$ cat config.mk
export PLATFORM = sky130hd
export DESIGN_NAME = pipe_ctrl
export DESIGN_NICKNAME = d
export VERILOG_FILES = /design/src/rtl/pipe_ctrl.sv
export SDC_FILE = /design/constraint.sdc
export NUM_CORES = 1
export LEC_CHECK = 0
export ABC_AREA = 1
export BUFFER_PORTS_ARGS = -buffer_cell sky130_fd_sc_hd__buf_2
export CAP_MARGIN = 20
export CORE_ASPECT_RATIO = 2
export CORE_MARGIN = 2
export CORE_UTILIZATION = 46
export CTS_CLUSTER_SIZE = 25
export DETAILED_ROUTE_END_ITERATION = 10
export GPL_TIMING_DRIVEN = 0
export PLACE_DENSITY = 0.74
export SLEW_MARGIN = 20
export SYNTH_ARGS = -nofsm -noshare
export SYNTH_HDL_FRONTEND = slang
export SYNTH_SLANG_ARGS = --single-unit
export TNS_END_PERCENT = 1
$ cat constraint.sdc
create_clock -name clk -period 2.2 [get_ports clk]
set_clock_uncertainty 0.15 [all_clocks]
set_input_delay 0.22 -clock clk [delete_from_list [all_inputs] [get_ports clk]]
set_output_delay 0.22 -clock clk [all_outputs]
set_load 0.05 [all_outputs]
$ cat src/rtl/pipe_ctrl.sv
// Five-stage pipeline sequencer: per-stage hold vector, flush/PC redirect on
// exceptions, multicycle EX timing and a saturating stall-cycle counter.
module pipe_ctrl #(
  parameter int MC_LEN_W = 6,
  parameter int CNT_W    = 32
) (
  input  logic                clk,
  input  logic                rst,
  input  logic                stallreq_id,
  input  logic                ex_mc_start,
  input  logic [MC_LEN_W-1:0] ex_mc_len,
  input  logic                excep_valid,
  input  logic [31:0]         excep_pc,
  input  logic                stall_cnt_clr,
  output logic [5:0]          stall,
  output logic                flush,
  output logic                pc_load,
  output logic [31:0]         new_pc,
  output logic                mc_done,
  output logic                mc_busy,
  output logic [CNT_W-1:0]    stall_cnt
);

  typedef enum logic [1:0] {IDLE, MC_BUSY, FLUSH} state_e;

  localparam logic [5:0]          STALL_LU = 6'b000111;
  localparam logic [5:0]          STALL_MC = 6'b001111;
  localparam logic [MC_LEN_W-1:0] LEN_ONE  = MC_LEN_W'(1);

  state_e              state_q, state_d;
  logic [MC_LEN_W-1:0] cnt_q, cnt_d;
  logic [31:0]         new_pc_q, new_pc_d;
  logic [CNT_W-1:0]    stall_cnt_q, stall_cnt_d;
  logic [MC_LEN_W-1:0] len_eff;
  logic [5:0]          stall_raw;
  logic                flush_raw, done_raw, busy_raw;

  // A zero-length op still occupies its start cycle.
  assign len_eff = (ex_mc_len == '0) ? LEN_ONE : ex_mc_len;

  always_ff @(posedge clk or negedge rst) begin
    if (!rst) begin
      state_q     <= IDLE;
      cnt_q       <= '0;
      new_pc_q    <= '0;
      stall_cnt_q <= '0;
    end else begin
      state_q     <= state_d;
      cnt_q       <= cnt_d;
      new_pc_q    <= new_pc_d;
      stall_cnt_q <= stall_cnt_d;
    end
  end

  always_comb begin
    state_d  = state_q;
    cnt_d    = cnt_q;
    new_pc_d = new_pc_q;
    case (state_q)
      IDLE: begin
        if (excep_valid) begin
          state_d  = FLUSH;
          new_pc_d = excep_pc;
        end else if (ex_mc_start && (len_eff > LEN_ONE)) begin
          state_d = MC_BUSY;
          cnt_d   = len_eff - LEN_ONE;
        end
      end
      MC_BUSY: begin
        if (excep_valid) begin
          state_d  = FLUSH;
          cnt_d    = '0;
          new_pc_d = excep_pc;
        end else if (cnt_q > LEN_ONE) begin
          cnt_d = cnt_q - LEN_ONE;
        end else begin
          state_d = IDLE;
          cnt_d   = '0;
        end
      end
      FLUSH: begin
        if (excep_valid) begin
          new_pc_d = excep_pc;
        end else begin
          state_d = IDLE;
        end
      end
      default: begin
        state_d = IDLE;
        cnt_d   = '0;
      end
    endcase
  end

  always_comb begin
    stall_raw = '0;
    flush_raw = 1'b0;
    done_raw  = 1'b0;
    busy_raw  = 1'b0;
    case (state_q)
      IDLE: begin
        if (!excep_valid) begin
          if (ex_mc_start && (len_eff > LEN_ONE)) begin
            stall_raw = STALL_MC;
          end else begin
            done_raw  = ex_mc_start;
            stall_raw = stallreq_id ? STALL_LU : 6'b000000;
          end
        end
      end
      MC_BUSY: begin
        busy_raw = 1'b1;
        if (!excep_valid) begin
          if (cnt_q > LEN_ONE) begin
            stall_raw = STALL_MC;
          end else begin
            done_raw  = 1'b1;
            stall_raw = stallreq_id ? STALL_LU : 6'b000000;
          end
        end
      end
      FLUSH: flush_raw = 1'b1;
      default: ;
    endcase
  end

  // Combinational outputs are forced quiet while reset is held.
  assign stall   = rst ? stall_raw : 6'b000000;
  assign flush   = rst & flush_raw;
  assign pc_load = rst & flush_raw;
  assign mc_done = rst & done_raw;
  assign mc_busy = rst & busy_raw;
  assign new_pc  = new_pc_q;

  always_comb begin
    stall_cnt_d = stall_cnt_q;
    if (stall_cnt_clr) begin
      stall_cnt_d = '0;
    end else if (stall[0] && (stall_cnt_q != '1)) begin
      stall_cnt_d = stall_cnt_q + CNT_W'(1);
    end
  end

  assign stall_cnt = stall_cnt_q;

endmodule

==> results of run 1 <==
layer usage:
layer	part of all wire, %	vias to the layer above	wire length (um)
met5	0	-	0
met4	4.6	0	638
met3	5.5	46	760
met2	54	176	7520
met1	36	2257	4910
li1	-	2350	-
kinds of logic (layout without fill, tap and decap cells):
logic type / Yosys count / after routing
and+or+nand+nor: 456 / 456
buffers and inverters: 78 / 260
DFF: 72 / 72
AOI/OAI and AO/OA: 17 / 17
xor gates and xnor gates: 12 / 12
adders and majority gates: 5 / 5
other: 1 / 2
registers in the layout, summed over array words and instances, names as in the netlist:
signal,flops
new_pc,32
stall_cnt,32
cnt_q,6
state_q,2
layout by cell type (no fill, tap or decap), types with 5 or more instances in the layout:
cell type	instances
nand2_1	279
buf_2	108
nor2_1	80
dfrtp_1	71
nand3_1	51
inv_1	50
dlygate4sd3_1	34
nand4_1	18
buf_4	18
clkbuf_1	9
clkbuf_16	9
buf_6	8
xnor2_1	7
nand2_4	6
o21bai_1	6
nor3_1	5
xor2_1	5
how the worst max path moves through the flow:
| stage | from | endpoint | cells after the start |
|---|---|---|---|
| 2_1_floorplan | stall_cnt[0] | stall_cnt[29] | 11 |
| 3_3_place_gp | rst | stall[1] | 8 |
| 3_5_place_dp | ex_mc_len[4] | stall[1] | 16 |
| 4_1_cts | cnt_q[0] | stall[2] | 11 |
| 5_1_grt | ex_mc_len[2] | stall[1] | 16 |
| 6_report | cnt_q[0] | stall[1] | 11 |
what timing repair did:
| action | CTS | global route |
|---|---|---|
| setup buffers | 11 | 3 |
| setup endpoints to repair | 36 | 35 |
| pin swaps | 6 | 5 |
| hold buffers | 37 | 0 |
| hold endpoints to repair | 58 | 0 |
| gates resized for setup | 28 | 20 |
area by class of cell:
class	instances	share of cell area [%]
well taps	104	2.14
clock inverters	7	1.67
multi-input cells	492	37.9
flip-flops and latches	72	29.7
repair buffers	166	19.0
inverters	54	3.33
clock buffers	9	3.70
plain buffers	24	2.61
through the flow:
| step | hold slack (ns) | cell area, um^2 | util (%) | cells |
|---|---|---|---|---|
| 6_report | 0.0962 | 6080 | 65.7 | 928 |
| 5_1_grt | 0.127 | 6080 | 65.7 | 928 |
| 4_1_cts | 0.0720 | 5990 | 64.7 | 925 |
| 3_5_place_dp | 0.0266 | 5070 | 54.8 | 861 |
| 3_3_place_gp | 0.263 | 5040 | 54.5 | 860 |
| 2_1_floorplan | -0.226 | 4340 | - | 642 |
power groups by stage:
stage                     Clock [mW]  Combinational [mW]  Sequential, mW
after global placement             0               0.777            1.51
after floorplan                    0               0.322            1.75
final                           1.62               0.992            1.50
after CTS                       1.64               0.937            1.49
after global routing            1.70                1.06            1.51
after detailed placement           0               0.801            1.51
critical path: cells and delay by family, from the launching register on:
family,cells,cell delay [ns]
and+or+nand+nor,6,0.62
DFF,1,0.42
adders and majority gates,1,0.16
buffers and inverters,4,0.43
==> reports/qor.csv, run 1 <==
stage,metric,value,unit
yosys,Post-synth EDFFs,0,
global_routing,GR Util All Layers,27.7,%
min_path,Hold Path End,cnt_q[5],
cells_and_area,Fill cells,796,
power_and_ir_drop,Clk network pwr share,39.5,%
global_routing,gr ovfl total,0,
global_routing,largest net degree at the start of global routing,47,
placement,Port Buffer Count,114,
sta,"crit path setup slack, layout",-0.144,ns
floorplanning,Starting Density,46.8,%
setup_path,Critical Path AT,1.97,ns
placement,DP HPWL,9690,um
global_routing,met1 usage,28.6,%
clock_network,clock slew at reported path FFs,0.06,ns
setup_path,Reg2Reg Setup Slack,0.01,ns
routing,Vias/cell,5.20,
min_path,HP Class,in -> reg,
yosys,Synth Flop Type,dfrtp_1,
floorplanning,Core Rows,50,
yosys,adder-cell share of the synthesized area,1.44,%
power_and_ir_drop,sw power,1.35,mW
yosys,most frequent cell after synthesis,nand2_1,
setup_path,WS Path Type,reg -> out,
yosys,sequential share of the synthesized area,41.6,%
yosys,cell area after synthesis,0.00433,mm^2
min_path,Worst Hold Launch,ex_mc_len[5],
floorplanning,die height,141,um
cells_and_area,area of the multi-input gates,0.00230,mm^2
sta,Final Hold Viols,0,
clock_network,Longest Clk Path Bufs,2,
power_and_ir_drop,sw frac,32.8,%
min_path,hold path depth,5,
global_routing,met3 usage,5.65,%
cells_and_area,fraction of layout cells with a size suffix above 1,23.2,%
setup_path,"Top cell by count, worst path",nand2_4,
setup_path,CP required,1.83,ns
run,MaxCap Viol Count,0,
setup_path,Crit-path slowest cell,dfrtp_1,
power_and_ir_drop,share of power burned in registers,36.4,%
yosys,Compound-Gate Fraction of Synth Area,2.43,%
yosys,synthesized flop and latch total,72,
setup_path,R2R Path Start,cnt_q[0],
floorplanning,die area,0.0103,mm^2
setup_path,max incr delay on CP,0.42,ns
global_routing,initial antenna violation count,0,
clock_network,number of CTS-inserted buffers,9,
clock_network,H-tree levels,3,
yosys,Synth Area in XOR/XNOR,2.43,%
sta,achievable frequency,0.427,GHz
setup_path,CP max FO,5,
sta,setup TNS,-0.414,ns
placement,post-place setup slack,-0.530,ns
cells_and_area,area delta synth->final,40.4,%
run_status,status,"complete, but fails checks",
power_and_ir_drop,P per Cell Area,677,mW/mm^2
global_routing,first-pass GRT wire length,22300,um
yosys,proportion of synthesized area in mux cells,0,%
clock_network,Worst-Skew Late Latency,0.34,ns
global_routing,vias in the first global route,4849,
yosys,Commonest cells post-synth,"nand2_1, nor2_1, dfrtp_1",
sta,crit path time final,2.34,ns
routing,Routed Antenna Nets,0,
setup_path,Worst R2R End,stall_cnt[28],
setup_path,R2R depth,15,
floorplanning,I/O pin count,118,
clock_network,CTS tree,yes,
yosys,asr flop ratio synth,100,%
setup_path,element type at the critical path end,output port,
sta,final setup fails,4,
yosys,Post-Synth Simple-Gate Area,44.4,%
floorplanning,Core ar.,0.00926,mm^2
cells_and_area,NumNets Final,868,
cells_and_area,FF/Latch Area,0.00180,mm^2
yosys,largest family of logic cells by synthesized area,simple AND/OR/NAND/NOR gates,
global_routing,Top Usage Layer GRT,met2,
clock_network,TritonCTS Sinks,72,
setup_path,Startpoint Class,flop,
cells_and_area,diode count,0,
yosys,post-synth top area cell,dfrtp_1,
routing,DRC viols,0,
yosys,dominant cells by area after synthesis,"dfrtp_1, nand2_1, nor2_1",
power_and_ir_drop,Worst VDD drop,0.793,mV
routing,Routed WL,13800,um
setup_path,CP Cell Sequence,"inv_2, ha_4, or2_1, nand3_2, nand2_4, nand2_4, nand2_4, nand2_4, buf_8, buf_6, buf_8",
routing,first drt pass iteration count,4,
yosys,Synth Instances,641,
clock_network,clock root buffer,clkbuf_16,
run_status,failing checks,setup timing,
sta,count of pins over their slew limit,0,
sta,RSZ-0062 raised after global routing,true,
global_routing,met2 Usage GRT,50.9,%
routing,Avg WL per Cell,14.9,um
power_and_ir_drop,combinational power share,24.1,%
yosys,Unique masters post-synth,29,
power_and_ir_drop,P_leak,3.25,nW
placement,GP Congestion,0.952,
floorplanning,Chip Width,72.6,um
yosys,yosys warns,0,
power_and_ir_drop,Tot Pwr,4.12,mW
yosys,Synth top area share,41.6,%
routing,total number of vias,4829,
power_and_ir_drop,Internal Pwr Total,2.77,mW
routing,initial detailed-routing violation count,224,
yosys,mean post-synth cell area,6.76,um^2
sta,fin crit share,107,%
Power figures use the tool's default switching activity.
==> run 2, diff against run 1 <==
Settings changed: CORE_MARGIN 2 to 5, GPL_TIMING_DRIVEN 0 to 1.
==> run 2 against run 1 <==
Effect of this change: the flow now finishes without violations; cell area down 1.7%; clock power shrank 6%; sequential share of layout area increased by 0.52 points; maximum frequency up 7.1%; worst hold slack got worse by 0.0057 ns; critical path depth decreased by 1; total power down 3.9%; global-route usage down 2.6 points; critical endpoint is now stall[3]; largest power group unchanged; highest routed layer unchanged.
==> reports/qor.csv, run 2 (same netlist as run 1, synthesis figures left out) <==
stage,metric,value,unit
run_status,status,completed,
power_and_ir_drop,P_leak,3.25,nW
clock_network,Longest Clk Path Bufs,2,
setup_path,WS Path Type,reg -> out,
floorplanning,I/O pin count,118,
sta,RSZ-0062 raised after global routing,true,
cells_and_area,"commonest non-fill, non-tap cell in the layout",nand2_1,
sta,Final Hold Viols,0,
placement,placed cell area,0.00517,mm^2
cells_and_area,Fill cells,812,
setup_path,CP required,1.83,ns
clock_network,H-tree levels,3,
sta,crit path time final,2.19,ns
setup_path,Startpoint Class,flop,
sta,count of pins over their slew limit,0,
floorplanning,die area,0.0116,mm^2
routing,Vias/cell,5.14,
clock_network,number of CTS-inserted buffers,9,
run,MaxCap Viol Count,0,
sta,Worst-Margin Slew,0.679,ns
power_and_ir_drop,Tot Pwr,3.96,mW
power_and_ir_drop,Internal Pwr Total,2.66,mW
sta,final setup fails,0,
setup_path,element type at the critical path end,output port,
global_routing,largest net degree at the start of global routing,55,
placement,GP Congestion,0.917,
clock_network,clock root buffer,clkbuf_16,
routing,Routed Antenna Nets,0,
routing,initial detailed-routing violation count,212,
global_routing,vias in the first global route,4764,
setup_path,Reg2Reg Setup Slack,0.12,ns
cells_and_area,NumNets Final,861,
clock_network,Worst-Skew Late Latency,0.34,ns
sta,setup TNS,0,ns
routing,first drt pass iteration count,7,
routing,DRC viols,0,
cells_and_area,FF/Latch Area,0.00180,mm^2
cells_and_area,fraction of layout cells with a size suffix above 1,23.7,%
floorplanning,Core ar.,0.00932,mm^2
setup_path,Critical Path AT,1.82,ns
clock_network,TritonCTS Sinks,72,
clock_network,CTS tree,yes,
sta,fin crit share,99.5,%
floorplanning,Chip Width,78.6,um
min_path,HP Class,in -> reg,
placement,Port Buffer Count,115,
placement,post-place setup slack,-0.160,ns
floorplanning,Core Rows,50,
global_routing,gr ovfl total,0,
power_and_ir_drop,Worst VDD drop,0.452,mV
power_and_ir_drop,Clk network pwr share,38.4,%
cells_and_area,"Design Area, Final",0.00598,mm^2
sta,achievable frequency,0.457,GHz
routing,total number of vias,4736,
global_routing,first-pass GRT wire length,22800,um
global_routing,initial antenna violation count,0,
cells_and_area,diode count,0,
clock_network,clock slew at reported path FFs,0.06,ns
placement,DP HPWL,10400,um
global_routing,GR Util All Layers,25.1,%
cells_and_area,area delta synth->final,38.0,%
power_and_ir_drop,sw frac,32.8,%
floorplanning,die height,147,um
sta,Rel. slew slack,54.7,%
routing,Routed WL,14000,um
setup_path,CP max FO,4,
cells_and_area,area of the multi-input gates,0.00226,mm^2
power_and_ir_drop,combinational power share,23.9,%
routing,Avg WL per Cell,15.2,um
sta,"crit path setup slack, layout",0.0107,ns
cells_and_area,"commonest cells after routing, fill and taps aside","nand2_1, buf_2, nor2_1, dfrtp_1, nand3_1",
power_and_ir_drop,sw power,1.30,mW
power_and_ir_drop,P per Cell Area,662,mW/mm^2
floorplanning,Starting Density,46.5,%
power_and_ir_drop,share of power burned in registers,37.7,%
-- run 2: cell types whose count changed in the layout (fill, tap and decap cells not counted), moves of 4 or more --
cell,before,now
buf_1,4,0
buf_4,18,30
clkbuf_1,9,0
buf_6,8,2
-- run 2: per-stage QoR --
step	hold WS [ns]	utilization (%)	cells
after floorplan	-0.226	-	642
after global placement	0.105	55.4	864
after detailed placement	0.103	55.4	864
after CTS	0.0624	63.4	916
after global routing	0.142	64.1	921
final	0.0905	64.1	921
-- run 2: timing repair --
item	in CTS	in global routing
pin swaps	3	4
buffers inserted	3	5
endpoints found under the hold margin	104	0
endpoints found under the setup margin	5	21
hold buffers	33	0
resized for setup	22	12
-- run 2: final timing paths --
| path | start | endpoint | cells after the start |
|---|---|---|---|
| max | cnt_q[0] | stall[3] | 10 |
| min | ex_mc_len[5] | cnt_q[5] | 5 |
| max reg2reg | cnt_q[0] | stall_cnt[18] | 13 |
| min reg2reg | new_pc[15] | new_pc[15] | 2 |
| max in group asynchronous | rst | stall_cnt[0] | 3 |
| min in group asynchronous | rst | state_q[1] | 3 |
-- run 2: cell type report --
class,count,area share [%]
clock inverters,6,1.21
flip-flops and latches,72,30.2
clock buffers,10,4.00
multi-input cells,492,37.8
well taps,104,2.18
repair buffers,183,21.2
inverters,54,3.43
-- run 2: power by group through the flow --
stage | registers [mW] | clock network (mW) | logic [mW]
floorplan | 1.75 | 0 | 0.322
global placement | 1.51 | 0 | 0.798
detailed placement | 1.51 | 0 | 0.815
CTS | 1.49 | 1.54 | 0.918
global route | 1.51 | 1.61 | 1.02
finish | 1.49 | 1.52 | 0.946
-- run 2: worst max-delay path, stage by stage, from the launching register on --
cell and delay [ns]:
dfrtp_1 0.40, inv_2 0.07, ha_4 0.16, or2_1 0.24, nand3_2 0.09, nand2_2 0.06, nand2_2 0.10, nand2_4 0.07
buf_6 0.12, inv_4 0.04, buf_8 0.13
-- run 2: per-layer routing --
layer  part of all wire (%)  vias up  wire length [um]  track usage [%]
met3                    5.1       31               717             5.34
li1                       -     2344                 -                -
met2                     56      155              7840             47.1
met5                      0        -                 0                0
met4                    3.4        0               480             11.9
met1                     35     2206              4920             25.5
